### config.mk
export PLATFORM = sky130hd
export DESIGN_NAME = ec_mem_resp
export DESIGN_NICKNAME = d
export VERILOG_FILES = /design/src/rtl/ec_mem_resp_pkg.sv /design/src/rtl/ec_mem_resp_load_extract.sv /design/src/rtl/ec_mem_resp.sv
export SDC_FILE = /design/constraint.sdc
export NUM_CORES = 1
export LEC_CHECK = 0
export CAP_MARGIN = 30
export CORE_ASPECT_RATIO = 0.7
export CORE_MARGIN = 2
export CORE_UTILIZATION = 69
export DETAILED_ROUTE_END_ITERATION = 10
export DONT_BUFFER_PORTS = 1
export PLACE_DENSITY = 0.85
export SLEW_MARGIN = 25
export SYNTH_ARGS = -nofsm -noshare
export SYNTH_HDL_FRONTEND = slang
export SYNTH_SLANG_ARGS = --single-unit
### constraint.sdc
create_clock -name clk -period 4.5 [get_ports clk]
set_input_delay 0.9 -clock clk [delete_from_list [all_inputs] [get_ports clk]]
set_output_delay 0.9 -clock clk [all_outputs]
set_load 0.02 [all_outputs]
### src/rtl/ec_mem_resp_pkg.sv
// Shared constants for the EC-stage data-memory response path.
// Latency: n/a (constants only).
// Backpressure: n/a.
package ec_mem_resp_pkg;

    // Default number of data requests allowed in flight.
    localparam int MAX_OUTST_DEF = 2;

    // Byte-lane masks as seen in EC, already aligned to the address.
    localparam logic [3:0] LSV_W  = 4'b1111;
    localparam logic [3:0] LSV_H0 = 4'b0011;
    localparam logic [3:0] LSV_H1 = 4'b1100;
    localparam logic [3:0] LSV_B0 = 4'b0001;
    localparam logic [3:0] LSV_B1 = 4'b0010;
    localparam logic [3:0] LSV_B2 = 4'b0100;
    localparam logic [3:0] LSV_B3 = 4'b1000;

endpackage

### src/rtl/ec_mem_resp_load_extract.sv
// Load data extraction: align the addressed field to bit 0 and zero/sign extend it.
// Latency: purely combinational.
// Backpressure: none; the output follows the inputs.
module load_extract
    import ec_mem_resp_pkg::*;
(
    input  logic [31:0] raw,
    input  logic [1:0]  addr,
    input  logic [3:0]  lsv,
    input  logic        loadx,
    output logic [31:0] rdata
);

    logic [31:0] shifted;
    logic        sign_bit;

    // Shift the addressed byte to lane 0, then extend according to access width.
    always_comb begin
        shifted  = raw >> {addr, 3'b000};
        sign_bit = 1'b0;
        rdata    = shifted;
        case (lsv)
            LSV_H0, LSV_H1: begin
                sign_bit = ~loadx & shifted[15];
                rdata    = {{16{sign_bit}}, shifted[15:0]};
            end
            LSV_B0, LSV_B1, LSV_B2, LSV_B3: begin
                sign_bit = ~loadx & shifted[7];
                rdata    = {{24{sign_bit}}, shifted[7:0]};
            end
            default: rdata = shifted;
        endcase
    end

endmodule

### src/rtl/ec_mem_resp.sv
// EC-stage data response handler: counts requests in flight, drops flushed beats, buffers early beats.
// Latency: zero-cycle bypass of data_rdata on the beat cycle; buffered data held until ec_adv.
// Backpressure: ec_mem_stall holds EC until its beat arrives; outst_full blocks new issues in EX.
module ec_mem_resp
    import ec_mem_resp_pkg::*;
#(
    parameter int MAX_OUTST = MAX_OUTST_DEF
) (
    input  logic        clk,
    input  logic        resetn,
    input  logic        issue_ok,
    input  logic        data_data_ok,
    input  logic [31:0] data_rdata,
    input  logic        refresh,
    input  logic        ec_adv,
    input  logic        ec_data_req,
    input  logic        ec_load,
    input  logic        ec_loadX,
    input  logic [3:0]  ec_lsV,
    input  logic [1:0]  ec_data_addr,
    output logic        ec_mem_stall,
    output logic [31:0] ec_rdata,
    output logic        ec_rdata_valid,
    output logic        outst_full
);

    localparam int CW = $clog2(MAX_OUTST + 1);

    logic [CW-1:0] outst;
    logic [CW-1:0] discard;
    logic [CW-1:0] outst_sum;
    logic          buf_valid;
    logic [31:0]   buf_data;
    logic          hit;
    logic [31:0]   raw;
    logic [31:0]   extracted;

    // Beat matching, stall and the next outstanding count for this cycle.
    always_comb begin
        outst_sum    = outst + CW'(issue_ok) - CW'(data_data_ok);
        hit          = data_data_ok && (discard == '0) && ec_data_req && !buf_valid;
        ec_mem_stall = ec_data_req && !buf_valid && !hit;
        outst_full   = (outst == CW'(MAX_OUTST));
        raw          = buf_valid ? buf_data : data_rdata;
    end

    load_extract u_load_extract (
        .raw   (raw),
        .addr  (ec_data_addr),
        .lsv   (ec_lsV),
        .loadx (ec_loadX),
        .rdata (extracted)
    );

    // Result is only driven while the EC load actually has its data.
    always_comb begin
        ec_rdata_valid = ec_load && ec_data_req && (buf_valid || hit);
        ec_rdata       = ec_rdata_valid ? extracted : 32'h0;
    end

    // Outstanding and discard counters; on refresh every request still in flight,
    // including one issued this very cycle, belongs to a flushed instruction.
    always_ff @(posedge clk) begin
        if (!resetn) begin
            outst   <= '0;
            discard <= '0;
        end else begin
            outst <= outst_sum;
            if (refresh)
                discard <= outst_sum;
            else if (data_data_ok && (discard != '0))
                discard <= discard - CW'(1);
        end
    end

    // Hold a beat that arrives while EC cannot advance; flush or advance empties it.
    always_ff @(posedge clk) begin
        if (!resetn) begin
            buf_valid <= 1'b0;
            buf_data  <= 32'h0;
        end else if (refresh || ec_adv) begin
            buf_valid <= 1'b0;
        end else if (hit) begin
            buf_valid <= 1'b1;
            buf_data  <= data_rdata;
        end
    end

    // Handshake protocol checks.
    a_no_issue_when_full: assert property (@(posedge clk) disable iff (!resetn)
        !(issue_ok && outst_full));
    a_no_beat_when_idle: assert property (@(posedge clk) disable iff (!resetn)
        !(data_data_ok && (outst == '0)));

endmodule
==> impl_metrics.toml, run 1 <==
[run_status]
outcome = "complete, no violations"

[cells_and_area]
fillers = 286
fin_cells = 358
fin_nets = 355
seq_area_um2 = 742
drive_above_1_share_pct = 14.7
multi_input_area_mm2 = 0.00192
insertedDiodeCount = 0
area_growth_pct = 5.58

[synthesis]
synth_compound_area_share_pct = 16.9
ys.flop_type = "dfxtp_1"
yosys.area.top_type = "dfxtp_1"
synthTopCellsByArea = "dfxtp_1 (27%), mux4_2 (15%), nand2_1 (10%)"
ys_seq_area_share_pct = 26.6
synth_top_family_by_area = "multiplexers"
ys_seq_elements = 37
netlist_area_mm2 = 0.00278
yosys.area_share.adder_pct = 1.35
avgSynthCellArea_um2 = 8.75
synthCells = 318
synthDistinctLibCells = 42
muxShareOfSynthArea_pct = 27.9
synth-simple-area-share_pct = 21.2
syn-num-nets = 368
async_reset_ff_share_pct = 0
synth_top_area_share_pct = 26.6
yosys_warnings = 0
synth_xor_area_share_pct = 1.26
synth_edf_count = 0

[grt]
grt_pass1_vias = 2133
track_usage_pct = 31.0
antenna_found_initial = 0
grt_overflow_total = 0
grt_pass1_wl_um = 10800
grt_max_degree = 39

[place]
placed_cells = 349
gp_congestion = 0.811
port_buffers = 0
dp_hpwl_um = 4900
pre_cts_ws_ps = 711

[setup_path]
worstPathArrival_ps = 3030
critPathRequiredTime_ps = 3600
r2r_slack_ps = 2480
path_class = "flip-flop to output port"
end_kind = "output port"
start_kind = "flip-flop"
cp_max_fo = 21

[min_path]
hold_class = "flip-flop to flip-flop"

[cts]
cts_buffers = 5
cts_sinks = 37
ctsResizeCount = 0
clock_latency_ps = 290
cts_tree = "built"
clk_pin_slew_ps = 80
root_buffer = "clkbuf_8"
htree_levels = 2
cts_setup_buffers = 0
cts_buffer_depth = 2
cts_hold_buf = 0

[route]
routedWlPerCell_um = 20.0
top_layer = "met4"
m1WireLength_um = 2930
routed_wl_um = 7160
wl_met2_um = 3310
ant_nets = 0
via_count = 2408
wl_met3_um = 782
drt_iter0_drc = 212
dr.pass1.iters = 5
via_per_inst = 6.73
remaining_drc_errors = 0

[timing]
hold_violations = 0
worst_pin_slew_ps = 795
slew_headroom_pct = 47.0
setup_viol = 0
maxSlewViolCount = 0
holdWs_ps = 461
fmaxAchievable_mhz = 254
fin_crit_sh_pct = 87.4
setup_tns_ps = 0
fin_skew_ps = 4.99
fin_ws_ps = 567
rsz0062_at_grt = "false"
fin_crit_ps = 3930

[die]
die_w_um = 79.9
core_mm2 = 0.00390
row_count = 19
dieArea_mm2 = 0.00456
die_y_um = 57.1
ioPinCount = 82
start_util_pct = 71.4

[power]
powerDensity_mw_per_mm2 = 293
p_leak_nw = 1.02
power_mw = 0.861
ir_worst_vdd_mv = 0.261

[job]
cap_violations = 0
Yosys cell counts, types with 2 or more instances:
cell,n
and2_1,4
inv_1,5
buf_1,4
ha_1,3
nand2b_1,3
clkbuf_1,14
nand3_1,11
a21boi_1,7
mux2_2,7
nor2b_1,6
buf_2,7
or4_1,2
nor2_1,13
dfxtp_1,37
a31oi_1,2
a21oi_1,2
a22oi_1,6
a21boi_0,25
nand2_1,75
mux4_2,19
o211ai_1,8
o21ai_0,8
mux2i_1,27
xnor2_1,3
nor4b_1,3
placed cells by master, fill, tap and decap left out, types with 7 or more instances in the layout:
cell type / count
nor2_1: 13
mux2_2: 7
nand2_1: 75
dfxtp_1: 36
o21ai_0: 8
a21boi_1: 7
nand3_1: 11
mux2i_1: 27
o211ai_1: 8
a21boi_0: 25
mux4_2: 19
through the flow:
stage / utilization, % / instance area, um2
finish: 75.4 / 2940
global route: 75.4 / 2940
CTS: 75.1 / 2930
detailed placement: 71.6 / 2790
global placement: 71.2 / 2780
floorplan: - / 2780
metal layers:
metal	global-route usage, %	vias to the layer above
met5	0	-
li1	-	1116
met2	46.8	138
met1	42.9	1140
met3	9.34	14
met4	10.9	0
layout make-up:
class,instances,area share [%]
Clock buffer,5,2.34
Clock inverter,3,2.21
Inverter,6,0.767
Multi-Input combinational cell,249,65.3
Sequential cell,37,25.3
Tap cell,52,2.21
Timing Repair Buffer,6,1.92
worst max-delay path, stage by stage, from the launching register on:
cell and delay (ps):
dfxtp_2 670, a21oi_1 200, or2_0 530, or4_1 940, nand3_1 380
power by group:
part | switching [mW] | leakage [nW] | internal (mW)
logic | 0.0844 | 0.655 | 0.0796
clock network | 0.126 | 0.0681 | 0.220
registers | 0.00900 | 0.300 | 0.342
registers in the layout (all words and copies together), names as in the netlist:
| name | count |
|---|---|
| discard | 2 |
| outst | 2 |
| buf_data | 32 |
| buf_valid | 1 |
cell families (layout without fill, tap and decap cells):
logic type	count (synthesis)	count (layout)
compound gates	63	63
xor+xnor	4	4
fa+ha+maj	3	3
buf+inv	32	20
flops	37	37
mux	53	53
simple gates	126	126
final timing paths:
| path | from | endpoint | cells after the start |
|---|---|---|---|
| worst max register to register | discard[0] | buf_data[16] | 7 |
| worst max-delay path | buf_valid | ec_rdata[16] | 4 |
| worst min register to register | buf_data[7] | buf_data[7] | 2 |
| worst min-delay path | buf_data[7] | buf_data[7] | 2 |
Note: power is estimated with default switching activity, not from simulation.
==> inputs of run 2 (changes only) <==
Settings changed: CORE_UTILIZATION 69 to 45, CTS_BUF_LIST from default to sky130_fd_sc_hd__clkbuf_2 sky130_fd_sc_hd__clkbuf_4 sky130_fd_sc_hd__clkbuf_8, GPL_TIMING_DRIVEN from default to 0, PLACE_DENSITY 0.85 to default.
==> impl_metrics.toml, run 2 (synthesized netlist as in run 1, its figures left out) <==
[route]
via_count = 2533
via_per_inst = 6.33
routedWlPerCell_um = 22.3
remaining_drc_errors = 0
ant_nets = 0
drt_iter0_drc = 175
routed_wl_um = 8920
dr.pass1.iters = 5

[grt]
grt_overflow_total = 0
track_usage_pct = 26.1
antenna_found_initial = 0
grt_pass1_wl_um = 13800
grt_max_degree = 11
grt_pass1_vias = 2530

[timing]
hold_violations = 0
setup_viol = 0
maxSlewViolCount = 0
fin_crit_sh_pct = 87.9
rsz0062_at_grt = "false"
fin_crit_ps = 3960
worst_pin_slew_ps = 858
fmaxAchievable_mhz = 253
holdWs_ps = 455
slew_headroom_pct = 42.8
setup_tns_ps = 0
fin_skew_ps = 4.62

[cts]
htree_levels = 2
cts_sinks = 37
cts_buffer_depth = 2
clk_pin_slew_ps = 70
ctsResizeCount = 0
cts_tree = "built"
clock_latency_ps = 290
cts_hold_buf = 0
cts_setup_buffers = 0
cts_buffers = 5
root_buffer = "clkbuf_8"

[cells_and_area]
area_growth_pct = 6.61
fin_nets = 375
drive_above_1_share_pct = 13.8
reg_top3 = "buf_data x32, discard x2, outst x2"
fin_cells = 400
final_cell_mix = "nand2_1 (75), dfxtp_1 (37), mux2i_1 (27), a21boi_0 (25), mux4_2 (19)"
insertedDiodeCount = 0
top_register = "buf_data"
final_common_cell = "nand2_1"
largest_register_ffs = 32
final_cell_area_mm2 = 0.00297

[power]
swShare_pct = 30.1
p_comb_share_pct = 23.9
pwr-share-seq_pct = 44.4
p_clk_share_pct = 31.7
switchingPower_mw = 0.237
ir_worst_vdd_mv = 0.144
p_leak_nw = 1.02
internal_power_mw = 0.550
powerDensity_mw_per_mm2 = 265
power_mw = 0.787

[die]
die_y_um = 69.8
ioPinCount = 82
core_mm2 = 0.00584
start_util_pct = 47.6
dieArea_mm2 = 0.00684
die_w_um = 98.0
row_count = 23

[setup_path]
reg2reg_depth = 6
critPathRequiredTime_ps = 3600
start_kind = "primary input"
end_kind = "output port"
worstPathArrival_ps = 3060
path_class = "primary input to output port"
cp_max_fo = 10

[place]
gp_congestion = 0.821
placed_area_mm2 = 0.00288
placed_cells = 393
dp_hpwl_um = 6490
port_buffers = 0

[job]
cap_violations = 0

[min_path]
whs_path_depth = 2
hold_class = "flip-flop to flip-flop"

[run_status]
outcome = "complete, no violations"
==> run 2: power groups by stage <==
stage	registers [mW]	clock network (mW)	logic, mW
floorplan	0.355	0	0.151
global placement	0.356	0	0.182
detailed placement	0.357	0	0.187
CTS	0.349	0.253	0.187
global route	0.351	0.264	0.204
finish	0.349	0.249	0.188
==> run 2: final cells by class <==
cell class	count	area [um2]
Multi-Input combinational cell	249	1910
Fill cell	586	2880
Clock buffer	7	90.1
Buffer	26	110
Inverter	6	22.5
Tap cell	75	93.8
Sequential cell	37	741
==> run 2: worst paths after layout <==
kind | startpoint | endpoint | slack (ps)
worst min register to register | buf_data[26] | buf_data[26] | 450
worst min-delay path | buf_data[26] | buf_data[26] | 450
worst max register to register | buf_valid | buf_data[4] | 2280
worst max-delay path | ec_data_addr[0] | ec_rdata[13] | 540
==> run 2: worst max-delay path: stages <==
cell,delay [ps]
buf_2,180
buf_2,410
mux2i_1,310
a22oi_1,140
nand4b_1,240
clkbuf_1,440
o21ai_0,430
==> run 2: stage by stage <==
step           setup WS, ps  utilization [%]
3_5_place_dp            596             49.2
6_report                543             50.8
4_1_cts                 567             50.8
3_3_place_gp            615             49.2
2_1_floorplan          1050                -
5_1_grt                 383             50.8
==> run 2: layer usage <==
layer	share of wire [%]	vias up	GRT usage (%)
met5	0	-	0
met4	1.5	0	7.56
met3	10	14	7.36
met2	45	122	39.5
met1	43	1242	36.3
li1	-	1155	-
==> inputs of run 3 (changes only) <==
Settings changed: CORE_UTILIZATION 45 to 65, PLACE_DENSITY from default to 0.81, SKIP_LAST_GASP from default to 1.
==> impl_metrics.toml, run 3 (synthesized netlist as in run 1, its figures left out) <==
[setup_path]
reg2reg_depth = 6
r2r_slack_ps = 2310
start_kind = "primary input"
worst_r2r_startpoint = "buf_valid"
cp_max_fo = 10
worstPathArrival_ps = 3030
critPathRequiredTime_ps = 3600
r2r-end = "buf_data[5]"
end_kind = "output port"
path_class = "primary input to output port"

[die]
core_mm2 = 0.00402
start_util_pct = 69.3
row_count = 19
dieArea_mm2 = 0.00483
ioPinCount = 82
die_y_um = 58.7
die_w_um = 82.2

[cts]
htree_levels = 2
cts_setup_buffers = 0
cts_hold_buf = 0
root_buffer = "clkbuf_8"
cts_buffers = 5
cts_buffer_depth = 2
clk_pin_slew_ps = 70
cts_tree = "built"
ctsResizeCount = 0
cts_sinks = 37
clock_latency_ps = 290

[route]
drt_iter0_drc = 342
via_per_inst = 6.98
routed_wl_um = 8430
dr.pass1.iters = 5
routedWlPerCell_um = 22.3
via_count = 2637
ant_nets = 0
remaining_drc_errors = 0

[power]
switchingPower_mw = 0.242
ir_worst_vdd_mv = 0.201
swShare_pct = 31.1
p_comb_share_pct = 24.1
internal_power_mw = 0.536
pwr-share-seq_pct = 44.9
p_clk_share_pct = 31.0
powerDensity_mw_per_mm2 = 265
p_leak_nw = 1.02

[cells_and_area]
fin_nets = 375
drive_above_1_share_pct = 14.1
reg_top3 = "buf_data x32, discard x2, outst x2"
final_cell_mix = "nand2_1 (75), dfxtp_1 (37), mux2i_1 (27), a21boi_0 (25), mux4_2 (19)"
top_register = "buf_data"
largest_register_ffs = 32
multi_input_area_mm2 = 0.00191
seq_area_um2 = 741
final_common_cell = "nand2_1"
insertedDiodeCount = 0
area_growth_pct = 5.44
fillers = 313

[grt]
track_usage_pct = 34.8
antenna_found_initial = 0
grt_max_degree = 12
grt_overflow_total = 0
grt_pass1_vias = 2431
grt_pass1_wl_um = 12300

[timing]
setup_viol = 0
fin_crit_sh_pct = 87.4
hold_violations = 0
fin_crit_ps = 3930
slew_headroom_pct = 41.8
fmaxAchievable_mhz = 254
setup_tns_ps = 0
maxSlewViolCount = 0
holdWs_ps = 459
worst_pin_slew_ps = 872
fin_skew_ps = 10.5
rsz0062_at_grt = "false"

[min_path]
whs_path_depth = 2
hold_class = "flip-flop to flip-flop"
min_to = "buf_data[26]"
hold_start = "buf_data[26]"

[place]
port_buffers = 0
gp_congestion = 0.846
dp_hpwl_um = 5950

[run_status]
outcome = "complete, no violations"

[job]
cap_violations = 0
[run 3: cell count changes in the layout (fill, tap and decap cells not counted)]
cell and delta:
clkinv_2 +2, clkbuf_8 -1
[run 3: stage by stage]
step                utilization, %  instance area [um2]  worst slack, ps  total power, mW  cells
floorplan                        -                 2780             1050            0.505    318
global placement              70.9                 2850              641            0.535    370
detailed placement            70.9                 2850              631            0.540    370
CTS                           73.0                 2930              639            0.771    378
global route                  73.0                 2930              492            0.799    378
finish                        73.0                 2930              567            0.778    378
[run 3: routing by layer]
metal / track usage (%) / up-vias / share of wire (%)
met1: 44.3 / 1222 / 37
met5: 0 / - / 0
met2: 55.1 / 222 / 45
met4: 10.5 / 0 / 2.7
met3: 13.5 / 34 / 15
li1: - / 1159 / -
[run 3: worst max path at each step]
stage,slack (ps),from,endpoint,cells after the start
finish,570,ec_data_addr[0],ec_rdata[9],7
global route,490,ec_data_addr[0],ec_rdata[9],7
global placement,640,ec_data_addr[0],ec_rdata[9],7
floorplan,1050,ec_lsV[1],ec_rdata[24],4
CTS,640,ec_data_addr[0],ec_rdata[9],7
detailed placement,630,ec_data_addr[0],ec_rdata[9],7
[run 3: worst max-delay path, cell delays in order]
cell and delay, ps:
buf_2 180, buf_2 380, mux2i_1 290, a22oi_1 130, nand4b_1 270, clkbuf_1 430
o21ai_0 450
[run 3: power groups by stage]
stage / clock (mW) / combinational (mW) / sequential, mW
final: 0.241 / 0.187 / 0.349
after global routing: 0.248 / 0.201 / 0.350
after CTS: 0.238 / 0.184 / 0.349
after detailed placement: 0 / 0.183 / 0.357
after global placement: 0 / 0.179 / 0.356
after floorplan: 0 / 0.151 / 0.355
[run 3: final cells by class]
cell class,count,share of cell area (%)
multi-input cells,249,65.1
flip-flops and latches,37,25.2
plain buffers,26,3.75
well taps,52,2.22
inverters,6,0.768
clock inverters,2,0.341
clock buffers,6,2.60
